===== src/rtl/spi_responder_pkg.sv =====
// Shared types and constants for the SPI mode-0 responder.
package spi_responder_pkg;

    typedef enum logic [1:0] {
        IDLE  = 2'd0,
        LOAD  = 2'd1,
        SHIFT = 2'd2,
        DONE  = 2'd3
    } spi_resp_state_t;

    // Byte shifted out on MISO when the tx source has nothing ready.
    localparam logic [7:0] SPI_IDLE_FILL = 8'hFF;

endpackage


===== src/rtl/spi_responder_if.sv =====
// SPI pad pins plus the responder-side tx/rx byte handshakes.
// Optional macro SPI_RESP_UNDERRUN_EN adds the tx_underrun status signal.
interface spi_responder_if #(
    parameter int DATA_W = 8
);
    logic              sck;
    logic              ss_n;
    logic              mosi;
    logic              miso;
    logic              miso_oe;
    logic [DATA_W-1:0] tx_data;
    logic              tx_valid;
    logic              tx_ready;
    logic [DATA_W-1:0] rx_data;
    logic              rx_valid;
    logic              spif;
    logic              busy;
`ifdef SPI_RESP_UNDERRUN_EN
    logic              tx_underrun;

    modport slave (
        input  sck, ss_n, mosi, tx_data, tx_valid,
        output miso, miso_oe, tx_ready, rx_data, rx_valid, spif, busy, tx_underrun
    );
    modport master (
        output sck, ss_n, mosi, tx_data, tx_valid,
        input  miso, miso_oe, tx_ready, rx_data, rx_valid, spif, busy, tx_underrun
    );
`else
    modport slave (
        input  sck, ss_n, mosi, tx_data, tx_valid,
        output miso, miso_oe, tx_ready, rx_data, rx_valid, spif, busy
    );
    modport master (
        output sck, ss_n, mosi, tx_data, tx_valid,
        input  miso, miso_oe, tx_ready, rx_data, rx_valid, spif, busy
    );
`endif
endinterface


===== src/rtl/spi_responder_sync_edge.sv =====
// Multi-flop synchroniser for an asynchronous pin with rise/fall pulses
// derived from the synchronised level (one clk wide each).
module spi_responder_sync_edge #(
    parameter int   SYNC_STAGES = 2,
    parameter logic RESET_VAL   = 1'b0
) (
    input  logic clk,
    input  logic reset,
    input  logic din,
    output logic rise,
    output logic fall
);

    logic [SYNC_STAGES-1:0] sync_r;
    logic                   prev_r;

    // Shift the pin through the synchroniser and keep one cycle of history.
    always_ff @(posedge clk or negedge reset) begin
        if (!reset) begin
            sync_r <= {SYNC_STAGES{RESET_VAL}};
            prev_r <= RESET_VAL;
        end else begin
            sync_r <= {sync_r[SYNC_STAGES-2:0], din};
            prev_r <= sync_r[SYNC_STAGES-1];
        end
    end

    assign rise = sync_r[SYNC_STAGES-1] & ~prev_r;
    assign fall = ~sync_r[SYNC_STAGES-1] & prev_r;

endmodule


===== src/rtl/spi_responder.sv =====
// SPI mode-0 responder: oversamples sck/ss_n/mosi in the clk domain,
// deserialises MOSI bytes, serialises MISO bytes from a tx handshake and
// flags block completion (spif) once BLOCK_BYTES bytes arrive in a frame.
// Optional macro SPI_RESP_UNDERRUN_EN adds a sticky tx_underrun flag.
module spi_responder
    import spi_responder_pkg::*;
#(
    parameter int                DATA_W      = 8,
    parameter int                BLOCK_BYTES = 4,
    parameter int                SYNC_STAGES = 2,
    parameter logic [DATA_W-1:0] IDLE_FILL   = SPI_IDLE_FILL
) (
    input  logic           clk,
    input  logic           reset,
    input  logic           spe,
    spi_responder_if.slave bus
);

    localparam int BIT_W = $clog2(DATA_W) + 1;
    localparam int CNT_W = $clog2(BLOCK_BYTES) + 1;
    localparam logic [BIT_W-1:0] LAST_BIT  = BIT_W'(DATA_W - 1);
    localparam logic [CNT_W-1:0] BLOCK_CNT = CNT_W'(BLOCK_BYTES);

    spi_resp_state_t        state_r;
    logic [DATA_W-1:0]      tx_shift_r;
    logic [DATA_W-1:0]      rx_shift_r;
    logic [DATA_W-1:0]      rx_data_r;
    logic [BIT_W-1:0]       bit_cnt_r;
    logic [CNT_W-1:0]       byte_cnt_r;
    logic                   miso_r;
    logic                   miso_oe_r;
    logic                   tx_ready_r;
    logic                   rx_valid_r;
    logic                   spif_r;
    logic                   busy_r;
    logic [SYNC_STAGES-1:0] mosi_sync_r;
    logic                   mosi_s;
    logic                   sck_rise_s;
    logic                   sck_fall_s;
    logic                   ss_rise_s;
    logic                   ss_fall_s;
`ifdef SPI_RESP_UNDERRUN_EN
    logic                   underrun_r;
`endif

    spi_responder_sync_edge #(.SYNC_STAGES(SYNC_STAGES), .RESET_VAL(1'b0)) u_sck_sync (
        .clk  (clk),
        .reset(reset),
        .din  (bus.sck),
        .rise (sck_rise_s),
        .fall (sck_fall_s)
    );

    // ss_n idles high, so its synchroniser resets high to avoid a false frame start.
    spi_responder_sync_edge #(.SYNC_STAGES(SYNC_STAGES), .RESET_VAL(1'b1)) u_ss_sync (
        .clk  (clk),
        .reset(reset),
        .din  (bus.ss_n),
        .rise (ss_rise_s),
        .fall (ss_fall_s)
    );

    // MOSI synchroniser, same depth as sck so data lines up with the sck rise pulse.
    always_ff @(posedge clk or negedge reset) begin
        if (!reset) begin
            mosi_sync_r <= '0;
        end else begin
            mosi_sync_r <= {mosi_sync_r[SYNC_STAGES-2:0], bus.mosi};
        end
    end

    assign mosi_s = mosi_sync_r[SYNC_STAGES-1];

    // Responder FSM with all outputs registered alongside the state.
    always_ff @(posedge clk or negedge reset) begin
        if (!reset) begin
            state_r    <= IDLE;
            tx_shift_r <= '0;
            rx_shift_r <= '0;
            rx_data_r  <= '0;
            bit_cnt_r  <= '0;
            byte_cnt_r <= '0;
            miso_r     <= 1'b0;
            miso_oe_r  <= 1'b0;
            tx_ready_r <= 1'b0;
            rx_valid_r <= 1'b0;
            spif_r     <= 1'b0;
            busy_r     <= 1'b0;
`ifdef SPI_RESP_UNDERRUN_EN
            underrun_r <= 1'b0;
`endif
        end else begin
            tx_ready_r <= 1'b0;
            rx_valid_r <= 1'b0;
            if (!spe) begin
                // Disabled: behave as reset but keep the last byte and block flag.
                state_r    <= IDLE;
                tx_shift_r <= '0;
                rx_shift_r <= '0;
                bit_cnt_r  <= '0;
                byte_cnt_r <= '0;
                miso_r     <= 1'b0;
                miso_oe_r  <= 1'b0;
                busy_r     <= 1'b0;
`ifdef SPI_RESP_UNDERRUN_EN
                underrun_r <= 1'b0;
`endif
            end else begin
                case (state_r)
                    IDLE: begin
                        if (ss_fall_s) begin
                            state_r    <= LOAD;
                            busy_r     <= 1'b1;
                            byte_cnt_r <= '0;
                            spif_r     <= 1'b0;
`ifdef SPI_RESP_UNDERRUN_EN
                            underrun_r <= 1'b0;
`endif
                        end else begin
                            state_r <= IDLE;
                        end
                    end
                    LOAD: begin
                        // The load always completes, even if ss_n rose this cycle.
                        bit_cnt_r <= '0;
                        if (bus.tx_valid) begin
                            tx_shift_r <= bus.tx_data;
                            tx_ready_r <= 1'b1;
                            miso_r     <= bus.tx_data[DATA_W-1];
                        end else begin
                            tx_shift_r <= IDLE_FILL;
                            miso_r     <= IDLE_FILL[DATA_W-1];
`ifdef SPI_RESP_UNDERRUN_EN
                            underrun_r <= 1'b1;
`endif
                        end
                        if (ss_rise_s) begin
                            state_r   <= IDLE;
                            busy_r    <= 1'b0;
                            miso_oe_r <= 1'b0;
                            miso_r    <= 1'b0;
                        end else begin
                            state_r   <= SHIFT;
                            miso_oe_r <= 1'b1;
                        end
                    end
                    SHIFT: begin
                        if (ss_rise_s) begin
                            // Partial byte is dropped silently.
                            state_r   <= IDLE;
                            busy_r    <= 1'b0;
                            miso_oe_r <= 1'b0;
                            miso_r    <= 1'b0;
                        end else if (sck_rise_s) begin
                            rx_shift_r <= {rx_shift_r[DATA_W-2:0], mosi_s};
                            bit_cnt_r  <= bit_cnt_r + BIT_W'(1);
                            if (bit_cnt_r == LAST_BIT) begin
                                state_r <= DONE;
                            end
                        end else if (sck_fall_s && (bit_cnt_r != '0)) begin
                            // bit_cnt==0 means this fall trails the previous byte.
                            tx_shift_r <= {tx_shift_r[DATA_W-2:0], 1'b0};
                            miso_r     <= tx_shift_r[DATA_W-2];
                        end
                    end
                    DONE: begin
                        rx_data_r  <= rx_shift_r;
                        rx_valid_r <= 1'b1;
                        if (byte_cnt_r != BLOCK_CNT) begin
                            byte_cnt_r <= byte_cnt_r + CNT_W'(1);
                            if (byte_cnt_r == (BLOCK_CNT - CNT_W'(1))) begin
                                spif_r <= 1'b1;
                            end
                        end
                        if (ss_rise_s) begin
                            state_r   <= IDLE;
                            busy_r    <= 1'b0;
                            miso_oe_r <= 1'b0;
                            miso_r    <= 1'b0;
                        end else begin
                            state_r <= LOAD;
                        end
                    end
                    default: begin
                        state_r   <= IDLE;
                        busy_r    <= 1'b0;
                        miso_oe_r <= 1'b0;
                        miso_r    <= 1'b0;
                    end
                endcase
            end
        end
    end

    assign bus.miso     = miso_r;
    assign bus.miso_oe  = miso_oe_r;
    assign bus.tx_ready = tx_ready_r;
    assign bus.rx_data  = rx_data_r;
    assign bus.rx_valid = rx_valid_r;
    assign bus.spif     = spif_r;
    assign bus.busy     = busy_r;
`ifdef SPI_RESP_UNDERRUN_EN
    assign bus.tx_underrun = underrun_r;
`endif

endmodule


===== src/flat_wrapper.sv =====
// flat-port wrapper written by rule: the top's interface ports become plain ports
module spi_responder_flat import spi_responder_pkg::*;
#(
    parameter int                DATA_W      = 8,
    parameter int                BLOCK_BYTES = 4,
    parameter int                SYNC_STAGES = 2,
    parameter logic [DATA_W-1:0] IDLE_FILL   = SPI_IDLE_FILL
)
  (clk, reset, spe, bus_sck, bus_ss_n, bus_mosi, bus_tx_data, bus_tx_valid, bus_miso, bus_miso_oe, bus_tx_ready, bus_rx_data, bus_rx_valid, bus_spif, bus_busy);
  spi_responder_if #(.DATA_W(DATA_W)) bus_i ();
  input  logic clk;
  input  logic reset;
  input  logic spe;
  input wire logic [$bits(bus_i.sck)-1:0] bus_sck;
  input wire logic [$bits(bus_i.ss_n)-1:0] bus_ss_n;
  input wire logic [$bits(bus_i.mosi)-1:0] bus_mosi;
  input wire logic [$bits(bus_i.tx_data)-1:0] bus_tx_data;
  input wire logic [$bits(bus_i.tx_valid)-1:0] bus_tx_valid;
  output wire logic [$bits(bus_i.miso)-1:0] bus_miso;
  output wire logic [$bits(bus_i.miso_oe)-1:0] bus_miso_oe;
  output wire logic [$bits(bus_i.tx_ready)-1:0] bus_tx_ready;
  output wire logic [$bits(bus_i.rx_data)-1:0] bus_rx_data;
  output wire logic [$bits(bus_i.rx_valid)-1:0] bus_rx_valid;
  output wire logic [$bits(bus_i.spif)-1:0] bus_spif;
  output wire logic [$bits(bus_i.busy)-1:0] bus_busy;
  assign bus_i.sck = bus_sck;
  assign bus_i.ss_n = bus_ss_n;
  assign bus_i.mosi = bus_mosi;
  assign bus_i.tx_data = bus_tx_data;
  assign bus_i.tx_valid = bus_tx_valid;
  assign bus_miso = bus_i.miso;
  assign bus_miso_oe = bus_i.miso_oe;
  assign bus_tx_ready = bus_i.tx_ready;
  assign bus_rx_data = bus_i.rx_data;
  assign bus_rx_valid = bus_i.rx_valid;
  assign bus_spif = bus_i.spif;
  assign bus_busy = bus_i.busy;
  spi_responder #(.DATA_W(DATA_W), .BLOCK_BYTES(BLOCK_BYTES), .SYNC_STAGES(SYNC_STAGES), .IDLE_FILL(IDLE_FILL)) u_core (.clk(clk), .reset(reset), .spe(spe), .bus(bus_i));
endmodule

===== config.mk =====
export PLATFORM = sky130hd
export DESIGN_NAME = spi_responder_flat
export DESIGN_NICKNAME = d
export VERILOG_FILES = /design/src/rtl/spi_responder_pkg.sv /design/src/rtl/spi_responder_if.sv /design/src/rtl/spi_responder_sync_edge.sv /design/src/rtl/spi_responder.sv /design/src/flat_wrapper.sv
export SDC_FILE = /design/constraint.sdc
export NUM_CORES = 1
export LEC_CHECK = 0
export BUFFER_PORTS_ARGS = -buffer_cell sky130_fd_sc_hd__buf_2
export CELL_PAD_IN_SITES_DETAIL_PLACEMENT = 0
export CELL_PAD_IN_SITES_GLOBAL_PLACEMENT = 1
export CORE_ASPECT_RATIO = 0.75
export CORE_MARGIN = 4
export CORE_UTILIZATION = 48
export CTS_CLUSTER_SIZE = 28
export DETAILED_ROUTE_END_ITERATION = 8
export PLACE_DENSITY_LB_ADDON = 0.08
export SLEW_MARGIN = 20
export SYNTH_ARGS = -nofsm -noshare
export SYNTH_HDL_FRONTEND = slang
export SYNTH_SLANG_ARGS = --single-unit

===== constraint.sdc =====
create_clock -name clk -period 3.9 [get_ports clk]
set_input_delay 0.39 -clock clk [delete_from_list [all_inputs] [get_ports clk]]
set_output_delay 0.39 -clock clk [all_outputs]
set_load 0.03 [all_outputs]

# Yosys cells after proc, flatten, opt, wreduce, memory -nomap -nowiden

Index checks and enable logic that the tools add are counted.

Multiplexer cells: 49
Bitwise logic cells: 8
Add/sub/neg operators: 2
Eq/ne operators: 29
Reductions and logical operators: 16

Operators by type and width:

| kind                                                             | count |
|---|---|
| 7-bit two-way mux                                                | 5 |
| 8-bit two-way mux                                                | 4 |
| 3-bit by 2-bit != test with 1-bit output (second input constant) | 8 |
| 1-bit two-way mux                                                | 21 |
| 7-bit case mux with 2 select lines                               | 1 |
| 4-bit two-way mux                                                | 3 |
| 4-bit by 2-bit != test with 1-bit output (second input constant) | 3 |
| 2-bit two-way mux                                                | 5 |
| 2-bit by 1-bit != test with 1-bit output (second input constant) | 5 |
| 3-bit two-way mux                                                | 3 |
| 3-bit != test (second input constant)                            | 3 |
| 3-bit AND reduction                                              | 3 |
| 2-bit case mux with 4 select lines                               | 1 |
| 4-bit case mux with 2 select lines                               | 1 |
| 2-bit AND reduction                                              | 4 |
| 4-bit AND reduction                                              | 2 |
| 3-bit by 1-bit != test with 1-bit output (second input constant) | 2 |
| 1-bit case mux with 2 select lines                               | 3 |
| 3-bit case mux with 2 select lines                               | 1 |
| 5-bit AND reduction                                              | 1 |
| 4-bit by 1-bit adder with 4-bit output (second input constant)   | 1 |
| 1-bit AND                                                        | 4 |
| 2-bit == test (second input constant)                            | 2 |
| 4-bit by 3-bit == test with 1-bit output (second input constant) | 1 |
| 14 further kinds                                                 | 17 |

Flip-flop bits (word level): 46
Output and inout bits: 14

# Depth between registers and ports, before layout

Depth after elaboration: 8
Gate-level depth with buffers: 7
Gate-level depth less buffers: 6

# Hierarchy

Synthesis repeated with hierarchy kept, for this count alone.

Cell total of the unflattened synthesis: 175
Area, all modules: 2072.0 um^2

By module, submodules not included:

| module                                      | sequential area each (um^2) | cells an instance | area each (um^2) | instances |
|---|---|---|---|---|
| spi_responder                               | 1001.0                      | 165               | 1888.1           | 1 |
| spi_responder_sync_edge (u_core.u_ss_sync)  | 78.8                        | 5                 | 93.8             | 1 |
| spi_responder_sync_edge (u_core.u_sck_sync) | 75.1                        | 5                 | 90.1             | 1 |

# Worst setup path after synthesis

OpenSTA, ideal clock, no wires.

Kind: reg2reg
From: register u_core.bit_cnt_r[0]
To: register u_core.tx_shift_r[2]
Setup slack: 2.261 ns
Arrival time: 1.552 ns
Path buffers: 1
Period minus slack after synthesis: 1.639 ns
Setup time: 0.087 ns
Stages on the path, launching flop included: 8
Cell sequence: dfrtp_1 inv_1 ha_1 nor3b_2 o41ai_4 buf_6 nor2_2 a211oi_2

Word-level cells in the longest chain between the ends: 4

Ends and longest elaborated chain:

| item                                                      | RTL line             | RTL |
|---|---|---|
| start, declared                                           | spi_responder.sv:28  | `logic [BIT_W-1:0] bit_cnt_r;` |
| start signal, assigned                                    | spi_responder.sv:156 | `bit_cnt_r <= bit_cnt_r + BIT_W'(1);` |
| 4-bit nonzero test                                        | spi_responder.sv:160 | `end else if (sck_fall_s && (bit_cnt_r != '0)) begin` |
| 1-bit logical AND                                         | spi_responder.sv:160 |  |
| 3-bit by 2-bit != test with 1-bit output (no source line) | --                   |  |
| 4-bit AND reduction (no source line)                      | --                   |  |
| end signal, assigned                                      | spi_responder.sv:127 | `tx_shift_r <= bus.tx_data;` |
| end signal, assigned                                      | spi_responder.sv:162 | `tx_shift_r <= {tx_shift_r[DATA_W-2:0], 1'b0};` |
| end, declared                                             | spi_responder.sv:25  | `logic [DATA_W-1:0] tx_shift_r;` |

No other way between the ends.
A chain may end at the register's enable or synchronous reset.

# Worst setup path after layout

From: register u_core.state_r[1]
To: register u_core.tx_shift_r[1]

Word-level cells in the longest chain between the ends: 3

Ends and longest elaborated chain:

| item                                                                             | RTL line             | RTL |
|---|---|---|
| start, declared                                                                  | spi_responder.sv:24  | `spi_resp_state_t state_r;` |
| start signal, assigned                                                           | spi_responder.sv:77  | `state_r <= IDLE;` |
| start signal, assigned                                                           | spi_responder.sv:97  | `state_r <= IDLE;` |
| start signal, assigned                                                           | spi_responder.sv:112 | `state_r <= LOAD;` |
| 2-bit == test / 2-bit by 1-bit == test with 1-bit output (equally long branches) | spi_responder.sv:109 | `case (state_r)` |
| 3-bit != test (no source line) (tied with other cells)                           | --                   |  |
| 4-bit AND reduction (no source line) / 7-bit two-way mux (equally long branches) | --                   |  |

Several ways; a longest one is shown, not always the timed one.

==> run_results.csv <==
group,metric,value,unit
global_route,grt_first_pass_wirelength,7330,um
flow_run,max_cap_viol_count,0,
worst_hold_path,hold_class,"input pin to asynchronous set/reset pin",
timing,rsz0062_at_grt,"no",
worst_setup_path,path_max_fanout,20,
logic_synthesis,ys_seq_elements,46,
placement,dp_hpwl,2840,um
logic_synthesis,synth.area.top_cells,"dfrtp_1 50%, mux2_2 4.2%, nand2_1 3.9%, dfstp_2 3.7%, a21oi_1 3.0%",
timing,hold_ws,0.0863,ns
power_and_ir_drop,power_frac_clock,37.4,%
worst_setup_path,crit_arrival,2.48,ns
detailed_routing,drc,0,
finish,final_cell_mix,"43 x dfrtp_1, 27 x buf_2, 22 x nand2_1",
finish,diodes,0,
worst_setup_path,critical-path-top-delay-family,"compound AO/OA/AOI/OAI gates",
worst_setup_path,worst-path-buf-inv,0,
detailed_routing,num_vias,1466,
detailed_routing,antenna_left,0,
global_route,gr-total-overflow,0,
placement,port_buffers,28,
cts,clock_latency,0.30,ns
worst_setup_path,crit_path_start,"u_core.state_r[1]$_DFFE_PN0P_",
power_and_ir_drop,swShare,23.2,%
worst_setup_path,slowest_stage,"o41ai_4",
cts,post_cts_resized,0,
timing,worst_pin_slew,0.839,ns
detailed_routing,drt_pass1_iterations,4,
timing,fin_crit_sh,58.5,%
worst_setup_path,cp-end-kind,"flip-flop",
cts,path_clk_slew,0.08,ns
timing,drv_slew,0,
global_route,grt_max_degree,47,
timing,fmax,439,MHz
cts,cts_max_level,2,
timing,slew_headroom,43.9,%
cts,cts_buffers,5,
detailed_routing,wl_per_cell,14.5,um
finish,drive_above_1_share,26.1,%
floorplan,initial_core_util,51.3,%
logic_synthesis,synth_edf_count,0,
finish,nNetsFinal,242,
detailed_routing,dr.first_iter.drc_count,132,
detailed_routing,vias_per_cell,5.29,
worst_setup_path,path_cells,"nand2b_1, o41ai_4, nor2_1, a211oi_1",
global_route,antenna_found_initial,0,
logic_synthesis,synth_ff_type,"dfrtp_1",
logic_synthesis,yosys.cell_types.count,43,
placement,gp_congestion,0.828,
power_and_ir_drop,worst_ir_drop_vdd,239,uV
finish,final_common_cell,"dfrtp_1",
global_route,grt_pass1_vias,1561,
global_route,track_usage,16.7,%
floorplan,io_pins,29,
floorplan,core-area,4180,um2
cts,cts_tree,"yes",
logic_synthesis,synth_cells,200,
logic_synthesis,syn_nets,220,
worst_setup_path,rr_startpoint,"u_core.state_r[1]$_DFFE_PN0P_",
timing,finalHoldViolations,0,
worst_setup_path,start_kind,"flip-flop",
power_and_ir_drop,pwr-share-seq,53.3,%
outcome,status,"complete, no violations",
detailed_routing,finalWirelength,4020,um
timing,period_minus_slack,2.28,ns
cts,cts_sinks,46,
worst_setup_path,worstSetupPathType,"flip-flop to flip-flop",
timing,fin_worst_skew,0.0102,ns
floorplan,die-area,5610,um2
power_and_ir_drop,power_frac_comb,9.3,%
finish,fill_cells,357,
cts,cts_setup_buffers,0,
logic_synthesis,netlist_area,2140,um2
power_and_ir_drop,p_int,0.000729,W
logic_synthesis,yosysWarnings,0,
worst_setup_path,path_depth,4,
worst_setup_path,slowest_delay,0.83,ns
worst_setup_path,cp.required,4.10,ns
power_and_ir_drop,power_density,396,nW/um2
logic_synthesis,synth_top_area_cell,"dfrtp_1",
timing,setup_violations,0,
logic_synthesis,synth_top_area_share,50.2,%
power_and_ir_drop,p_sw,0.000220,W
worst_setup_path,worstRegToRegCells,4,
cts,ctsLongestPathBuffers,2,
cts,cts-root-buf,"clkbuf_8",
logic_synthesis,synth_seq_area_share,53.9,%
floorplan,rows,20,
floorplan,dieWidth,85.2,um
floorplan,die_y,65.9,um
cts,ctsHoldBuffers,0,
logic_synthesis,async_reset_ff_share,100,%
logic_synthesis,syn_avg_cell_area,10.7,um2
power_and_ir_drop,p_leak,1.13,nW
timing,fin_tns_setup,0,ns
finish,area_delta_synth_final,11.8,%
registers in the layout (all words and copies together), names as in the netlist:
name,count
u_core.bus.spif,1
u_core.mosi_sync_r,2
u_core.u_ss_sync.sync_r,2
u_core.bit_cnt_r,4
u_core.tx_shift_r,7
u_core.u_ss_sync.prev_r,1
u_core.bus.rx_data,8
u_core.bus.miso_oe,1
u_core.bus.rx_valid,1
u_core.rx_shift_r,8
u_core.state_r,2
u_core.u_sck_sync.sync_r,2
u_core.bus.tx_ready,1
u_core.bus.miso,1
u_core.u_sck_sync.prev_r,1
u_core.bus.busy,1
u_core.byte_cnt_r,3
cell families (layout without fill, tap and decap cells):
family	count (synthesis)	in the layout	synth area share, %
mux	9	9	4.67
buf+inv	23	45	5.08
fa+ha+maj	5	5	2.92
compound gates	45	45	15.6
flops	46	46	53.9
simple gates	71	71	17.5
xor+xnor	1	1	0.409
synth_stat cells (2+ instances only):
cell and count:
and3_1 3, nand2b_1 4, nor2_1 12, nand2_1 22, a21oi_1 13, nor2b_1 3, dfstp_2 3, buf_6 2
clkbuf_1 5, ha_1 5, nand3b_1 7, nand3_1 8, nor2_2 4, o31ai_1 2, o21ai_0 10, a211oi_1 4
inv_1 10, dfrtp_1 43, a211oi_2 4, buf_2 6, mux2_2 8
cell type report:
class / count / area [um2] / share of cell area, %
clock buffers: 6 / 82.6 / 3.45
clock inverters: 1 / 30.0 / 1.25
inverters: 10 / 37.5 / 1.57
multi-input cells: 131 / 880 / 36.7
flip-flops and latches: 46 / 1150 / 48.2
well taps: 55 / 68.8 / 2.87
repair buffers: 28 / 143 / 5.95
power by group through the flow:
| stage | registers (W) | clock network, W | logic (W) |
|---|---|---|---|
| after floorplan | 0.000520 | 0 | 0.0000545 |
| after global placement | 0.000514 | 0 | 0.0000881 |
| after detailed placement | 0.000514 | 0 | 0.0000895 |
| after CTS | 0.000505 | 0.000369 | 0.0000899 |
| after global routing | 0.000508 | 0.000396 | 0.000100 |
| final | 0.000505 | 0.000355 | 0.0000884 |
layer usage:
metal	global-route usage (%)	share of wire (%)	up-vias
met5	0	0	-
met4	5.93	1.1	0
met3	3.86	3.0	4
met2	26.5	48	17
met1	22.5	48	708
li1	-	-	737
metrics by stage:
stage	instances	util [%]	total power (W)	setup slack (ns)	area (um2)
after CTS	277	57.3	0.000964	1.58	2390
final	277	57.3	0.000949	1.62	2400
after global routing	277	57.3	0.00100	1.28	2400
after detailed placement	270	54.6	0.000604	1.59	2280
after global placement	270	54.6	0.000602	1.71	2280
after floorplan	200	-	0.000575	2.26	2140
worst paths after layout:
| check | to | slack (ns) |
|---|---|---|
| max | u_core.tx_shift_r[1]$_DFFE_PN0P_ | 1.62 |
| min | u_core.tx_shift_r[6]$_DFFE_PN0P_ | 0.09 |
| max reg2reg | u_core.tx_shift_r[1]$_DFFE_PN0P_ | 1.62 |
| min reg2reg | u_core.mosi_sync_r[1]$_DFF_PN0_ | 0.36 |
| max in group asynchronous | u_core.u_ss_sync.prev_r$_DFF_PN1_ | 3.44 |
| min in group clk | u_core.u_sck_sync.sync_r[0]$_DFF_PN0_ | 0.19 |
(Power assumes the default switching activity.)
